<file path="src/rtl/bcd_scan_display.sv">
// Time-multiplexed 7-segment driver for cascaded BCD counter digits with
// frame-synchronous capture, leading-zero blanking and a carry/borrow flash LED.
module bcd_scan_display #(
  parameter int DIGITS         = 4,
  parameter int SCAN_DIV       = 50000,
  parameter int SEG_ACTIVE_LOW = 1,
  parameter int FLASH_FRAMES   = 8
) (
  input  logic                  clk,
  input  logic                  clr,
  input  logic [4*DIGITS-1:0]   bcd,
  input  logic [DIGITS-1:0]     dp,
  input  logic                  blank_lz,
  input  logic                  co,
  output logic [6:0]            seg,
  output logic                  seg_dp,
  output logic [DIGITS-1:0]     an,
  output logic                  co_led,
  output logic                  frame_tick
);

  localparam int CW = $clog2(SCAN_DIV);
  localparam int IW = (DIGITS > 1) ? $clog2(DIGITS) : 1;
  localparam int FW = $clog2(FLASH_FRAMES + 1);

  localparam logic [CW-1:0] CNT_LAST   = CW'(SCAN_DIV - 1);
  localparam logic [CW-1:0] CNT_PRE    = CW'(SCAN_DIV - 2);
  localparam logic [IW-1:0] IDX_LAST   = IW'(DIGITS - 1);
  localparam logic [FW-1:0] FLASH_LOAD = FW'(FLASH_FRAMES);
  localparam logic          INV        = (SEG_ACTIVE_LOW != 0);

  logic [CW-1:0]     cnt;
  logic [IW-1:0]     idx;
  logic [3:0]        shadow_digit [DIGITS];
  logic [DIGITS-1:0] shadow_dp;
  logic              co_prev;
  logic [FW-1:0]     flash;

  logic [DIGITS-1:0] blank_mask;
  logic              zero_run;
  logic [6:0]        seg_hi;
  logic [DIGITS-1:0] an_hi;
  logic              co_rise;

  function automatic logic [6:0] decode(input logic [3:0] d);
    case (d)
      4'd0:    decode = 7'h3F;
      4'd1:    decode = 7'h06;
      4'd2:    decode = 7'h5B;
      4'd3:    decode = 7'h4F;
      4'd4:    decode = 7'h66;
      4'd5:    decode = 7'h6D;
      4'd6:    decode = 7'h7D;
      4'd7:    decode = 7'h07;
      4'd8:    decode = 7'h7F;
      4'd9:    decode = 7'h6F;
      default: decode = 7'h40;
    endcase
  endfunction

  // NOTE: sequential state uses non-blocking assignments so every register
  // samples the pre-edge values regardless of statement order.
  always_ff @(posedge clk) begin
    if (clr) begin
      cnt <= '0;
      idx <= '0;
    end else if (cnt == CNT_LAST) begin
      cnt <= '0;
      idx <= (idx == IDX_LAST) ? '0 : idx + 1'b1;
    end else begin
      cnt <= cnt + 1'b1;
    end
  end

  // Registered one cycle early so the pulse lands on the wrap cycle itself.
  always_ff @(posedge clk) begin
    if (clr) frame_tick <= 1'b0;
    else     frame_tick <= (cnt == CNT_PRE) && (idx == IDX_LAST);
  end

  // NOTE: the shadow array is small and must read as a clean 0000 after reset,
  // so it is reset explicitly rather than left as uninitialised storage.
  always_ff @(posedge clk) begin
    if (clr) begin
      for (int k = 0; k < DIGITS; k++) shadow_digit[k] <= 4'd0;
      shadow_dp <= '0;
    end else if (frame_tick) begin
      for (int k = 0; k < DIGITS; k++) shadow_digit[k] <= bcd[4*k +: 4];
      shadow_dp <= dp;
    end
  end

  assign co_rise = co & ~co_prev;

  // co_prev resets high so a counter already carrying at release is not an edge.
  always_ff @(posedge clk) begin
    if (clr) begin
      co_prev <= 1'b1;
      flash   <= '0;
    end else begin
      co_prev <= co;
      if (co_rise)                         flash <= FLASH_LOAD;
      else if (frame_tick && flash != '0)  flash <= flash - 1'b1;
    end
  end

  assign co_led = (flash != '0);

  // NOTE: every combinational output is given a default before the loop, so no
  // path leaves a signal unassigned and no latch is inferred.
  always_comb begin
    zero_run   = blank_lz;
    blank_mask = '0;
    for (int k = DIGITS - 1; k > 0; k--) begin
      zero_run      = zero_run & (shadow_digit[k] == 4'd0);
      blank_mask[k] = zero_run;
    end
    seg_hi = blank_mask[idx] ? 7'h00 : decode(shadow_digit[idx]);
    an_hi  = (cnt == '0) ? '0 : (DIGITS'(1) << idx);
  end

  always_ff @(posedge clk) begin
    if (clr) begin
      seg    <= {7{INV}};
      seg_dp <= INV;
      an     <= {DIGITS{INV}};
    end else begin
      seg    <= seg_hi ^ {7{INV}};
      seg_dp <= shadow_dp[idx] ^ INV;
      an     <= an_hi ^ {DIGITS{INV}};
    end
  end

endmodule

</file>
<file path="config.mk">
export PLATFORM = sky130hd
export DESIGN_NAME = bcd_scan_display
export DESIGN_NICKNAME = d
export VERILOG_FILES = /design/src/rtl/bcd_scan_display.sv
export SDC_FILE = /design/constraint.sdc
export NUM_CORES = 1
export LEC_CHECK = 0
export CAP_MARGIN = 0
export CORE_MARGIN = 3
export CORE_UTILIZATION = 57
export CTS_CLUSTER_DIAMETER = 30
export DETAILED_ROUTE_END_ITERATION = 10
export MAX_ROUTING_LAYER = met4
export PLACE_DENSITY = 0.81
export SETUP_SLACK_MARGIN = 0.3
export SYNTH_ARGS = -nofsm -noshare
export SYNTH_HDL_FRONTEND = slang
export SYNTH_SLANG_ARGS = --single-unit
</file>
<file path="constraint.sdc">
create_clock -name clk -period 3.8 [get_ports clk]
set_clock_uncertainty 0.05 [all_clocks]
set_input_delay 0.57 -clock clk [delete_from_list [all_inputs] [get_ports clk]]
set_output_delay 0.57 -clock clk [all_outputs]
set_load 0.02 [all_outputs]
</file>
Word level (Yosys, flattened, before mapping)
Memories as Yosys holds them, arrays and structs flattened. A register that Yosys moved wholly into a read port is not among the register bits. Index checks and enable logic that the tools add are counted.

RAM bits: 16. ROM bits: 112. Memories kept: 2. Bits in registers: 40. Output and inout bits: 14. Logic and storage cells: 62. Input bits: 24.

$lt $le $gt $ge: 1. Shift-type cells: 1. Reductions and logical operators: 10. Add/sub/neg operators: 3. Mux-type cells: 20. Eq/ne operators: 3. Bitwise operators: 12.

Memory list: (name not given) (depth 16, bits a word 7, rd ports 1, clocked after memory_dff 0, wr ports 0, RTL line 46) `case (d)`; shadow_digit (depth 4, bits a word 4, rd ports 4, clocked after memory_dff 1, wr ports 4, RTL line 34) `logic [3:0] shadow_digit [DIGITS];`.

Operators by type and width (number): $eq 16x16->1 const B (2); $mux 4 (7); $add 16x1->16 const B (1); $logic_not 16->1 (1); $logic_not 4->1 (3); $mux 1 (7); $mux 7 (1); $not 7->7 (1); $mux 2 (3); $and 1x1->1 (4); $bmux 1 s2 (2); $not 4->4 (1); $or 1x1->1 (4); $reduce_bool 4->1 (1); $reduce_or 2->1 (2); $shl 1x2->4 const A (1); $sub 4x1->4 const B (1); $lt 2x3->1 const B (1); $add 2x1->2 const B (1); $eq 2x2->1 const B (1); $logic_and 1x1->1 (2); $not 1->1 (2); $reduce_bool 2->1 (1).

Logic depth before layout (Yosys ltp)
An unclocked memory read counts as a cell.

Depth in word-level cells: 9. Gate-level depth with buffers: 7. Gate-level depth less buffers: 7.

Worst setup path after synthesis
OpenSTA, ideal clock, no wires.

Path type: register to register. Start: register cnt[10]. End: register with a tool-made name. Data arrival time: 1956 ps. Cell stages (with the launch flop): 5. Path slack: 1717 ps. Setup time: 77 ps. Clock period less this slack: 2083 ps. Path buffers: 0. Required time: 3673 ps. Path through: dfxtp_1 > or4_1 > or4_4 > or4_1 > a21oi_1.

RTL lines: start, declared (RTL line 32) `logic [CW-1:0] cnt;`; start signal, assigned (RTL line 71) `cnt <= cnt + 1'b1;`.

Worst setup path in the final report
Start: register flash[0]. End: output co_led.

Word-level cells in the longest chain between the ends: 1.

Ends and longest elaborated chain: start, declared (RTL line 37) `logic [FW-1:0] flash;`; start signal, assigned (RTL line 103) `else if (frame_tick && flash != '0) flash <= flash - 1'b1;`; $reduce_bool 4->1 (RTL line 107) `assign co_led = (flash != '0);`; end, declared (RTL line 18) `output logic co_led,`.

No other way between the ends.

==> reports/qor.csv <==
stage,metric,value,unit
floorplanning,dieWidth,73.02,um
timing,setup_violations,0,
cts,cts_hold_buffers,0,
power_and_ir_drop,powerDensity,404.9,nW/um^2
finish,area_growth,22.58,%
setup_path,crit_type,flop to output port,
grt,grt_max_degree,17,
grt,grt_pass1_vias,1707,
setup_path,crit_required,3.18,ns
synthesis,synth_top_family_by_area,simple AND/OR/NAND/NOR gates,
grt,grt_pass1_wl,7500,um
drt,avgViaCountPerCell,5.335,
synthesis,synth-compound-area-share,6.109,%
power_and_ir_drop,power,1.271,mW
timing,period_minus_slack,2.550,ns
worst_hold_path,hp-class,flop to flop,
cts,clock_latency,0.33,ns
synthesis,syn_inst,249,
timing,fmax,0.3922,GHz
drt,ant_nets,0,
drt,wirelength,4452,um
grt,antenna_found_initial,0,
timing,worst_pin_slew,0.7738,ns
synthesis,synthAdderAreaFrac,6.354,%
drt,drtIter0Drc,83,
synthesis,synthXorXnorAreaFrac,4.448,%
finish,finalNetCount,326,
timing,hold_viol,0,
setup_path,crit_arrival,1.93,ns
grt,grt.total_usage,19.24,%
timing,rsz0062_at_grt,no,
drt,dr.pass1.iters,4,
cts,clock-sinks,58,
power_and_ir_drop,power_frac_comb,7.2,%
synthesis,ys_seq_area_share,51.61,%
setup_path,start_kind,flop,
floorplanning,chipHeight,73.02,um
placement,port_buffers,37,
timing,slew_headroom,48.31,%
finish,antenna_cells,0,
floorplanning,rows,23,
power_and_ir_drop,swShare,21.42,%
floorplanning,core-area,4173,um^2
cts,h-tree-depth,3,
power_and_ir_drop,switchingPower,0.2722,mW
drt,avgRoutedWirePerCell,12.98,um
synthesis,muxShareOfSynthArea,5.963,%
drt,drc,0,
timing,finalCritPeriodShare,67.09,%
finish,post_route_cells_drive_above_1_share,8.532,%
synthesis,synthDistinctLibCells,36,
outcome,outcome,finished clean,
synthesis,ys_warn_count,0,
setup_path,cp_max_fo,3,
cts,postCtsSetupRepairBufs,0,
cts,cts_tree,done,
drt,via_count,1830,
placement,gp_congestion,0.8391,
cts,post_cts_resize_count,0,
floorplanning,die_area,5331,um^2
timing,final_max_slew_viol_count,0,
synthesis,syn_area,2560,um^2
power_and_ir_drop,ir_worst_vdd,0.3035,mV
run,drv_cap,0,
power_and_ir_drop,p_clk_share,40.6,%
cts,root_buffer,clkbuf_8,
grt,grt_overflow_total,0,
floorplanning,io_pins,38,
synthesis,synth_fp_nets,286,
timing,holdWs,0.4230,ns
cts,cts_buffers,9,
setup_path,endpoint_kind,output port,
synthesis,syn_area_per_cell,10.28,um^2
synthesis,ys_seq_elements,58,
power_and_ir_drop,p_seq_share,52.2,%
synthesis,synthSimpleGateAreaFrac,21.36,%
placement,dp_hpwl,3095,um
floorplanning,initial_core_util,61.35,%
cts,clockBufferDepth,2,
cts,path_clk_slew,0.06,ns
timing,setup_tns,0,ns
power_and_ir_drop,p_leak,1.121,nW
power_and_ir_drop,p_int,0.9983,mW
==> worst paths after layout <==
| check | slack (ns) | to | cells after the start | start |
|---|---|---|---|---|
| worst max-delay path | 1.25 | co_led | 4 | flash[0] |
| worst min-delay path | 0.42 | cnt[0] | 1 | cnt[0] |
| worst max register to register | 1.48 | cnt[3] | 4 | cnt[7] |
| worst min register to register | 0.42 | cnt[0] | 1 | cnt[0] |
==> state kept, by name, indices dropped and copies added, names as in the netlist, named ones only <==
name	count
idx	2
seg	7
an	4
seg_dp	1
cnt	16
shadow_dp	4
co_prev	1
shadow_digit	16
frame_tick	1
flash	4
==> cell usage after synthesis <==
master    count  share of area, %
and2_1       18               4.4
o21ai_2       1              0.34
nor4b_1       1              0.34
a21oi_1       9               1.8
nand3_1       8               1.6
o211ai_1      3              0.88
nor3b_1       1              0.29
mux4_2        5               4.4
buf_2         1              0.20
nor2_1       28               4.1
ha_1         13               6.4
or3b_2        1              0.34
o21bai_1      1              0.29
or4b_2        1              0.39
xnor2_1      10               3.4
or4_1         6               1.8
xor2_1        3               1.0
o22ai_1       3              0.73
a31oi_1       1              0.24
or3_1         5               1.2
o31ai_1       2              0.59
dfxtp_1      42                33
nand4_1       5               1.2
nor2b_1       1              0.24
nor4_1        5               1.2
nand2_1      11               1.6
nor3_1        5              0.98
inv_1        20               2.9
mux2i_1       4               1.6
or2_2         3              0.73
a211oi_1      1              0.29
edfxtp_1     16                19
o21ai_0       5              0.98
nand2b_1      2              0.49
clkbuf_1      7               1.0
or4_4         1              0.44
==> metrics by stage <==
stage | cell area [um^2] | setup WS [ns] | std cells | util, %
after floorplan | 2560 | 1.717 | 249 | -
after detailed placement | 2962 | 1.460 | 328 | 70.97
after global routing | 3138 | 1.182 | 343 | 75.20
after CTS | 3138 | 1.233 | 343 | 75.20
final | 3138 | 1.250 | 343 | 75.20
after global placement | 2962 | 1.494 | 328 | 70.97
==> area by class of cell <==
class                   count  area, um^2
flip-flops and latches     58        1321
multi-input cells         163        1132
fillers                   304        1035
repair buffers             37       370.4
clock buffers              11       131.4
inverters                  20       75.07
well taps                  50       62.56
clock inverters             4       45.04
==> power groups by stage <==
stage	Sequential, mW	Clock [mW]	Combinational (mW)
finish	0.663	0.516	0.0919
global route	0.665	0.553	0.101
CTS	0.663	0.526	0.0926
detailed placement	0.676	0	0.0921
global placement	0.676	0	0.0908
floorplan	0.681	0	0.0407
==> metal layers <==
| metal | vias up | global-route usage, % | wire (um) |
|---|---|---|---|
| met5 | - | - | 0 |
| met4 | 0 | 12.50 | 97 |
| met3 | 12 | 5.510 | 219 |
| met2 | 44 | 27.61 | 2018 |
| met1 | 830 | 23.50 | 2117 |
| li1 | 944 | - | - |
==> cells in the final DEF (no fill, tap or decap), types with 2 or more instances in the layout <==
cell type / n
ha_1: 13
o21ai_0: 5
mux2i_1: 4
xor2_1: 3
clkbuf_8: 9
a21oi_1: 9
o22ai_1: 3
xnor2_1: 10
inv_1: 20
or2_2: 3
or3_1: 5
o211ai_1: 3
dfxtp_1: 42
edfxtp_1: 16
nor2_1: 28
nand2_1: 11
mux4_2: 5
clkbuf_1: 2
clkdlybuf4s50_1: 37
nand3_1: 8
o31ai_1: 2
clkinv_2: 3
or4_1: 6
nor4_1: 5
nor3_1: 5
nand2b_1: 2
nand4_1: 5
and2_1: 18
==> logic make-up after synthesis <==
| logic type | after synthesis |
|---|---|
| adder cells (fa/ha/maj) | 13 |
| XOR/XNOR | 13 |
| buffers and inverters | 28 |
| AO/OA/AOI/OAI | 26 |
| flip-flops | 58 |
| multiplexers | 9 |
| AND/OR/NAND/NOR | 102 |
==> worst max-delay path: stages, from the launching register on <==
cell and delay [ns]:
dfxtp_1 0.33, inv_1 0.06, ha_1 0.19, or3b_2 0.47, clkdlybuf4s50_1 0.55
(Power assumes the default switching activity.)
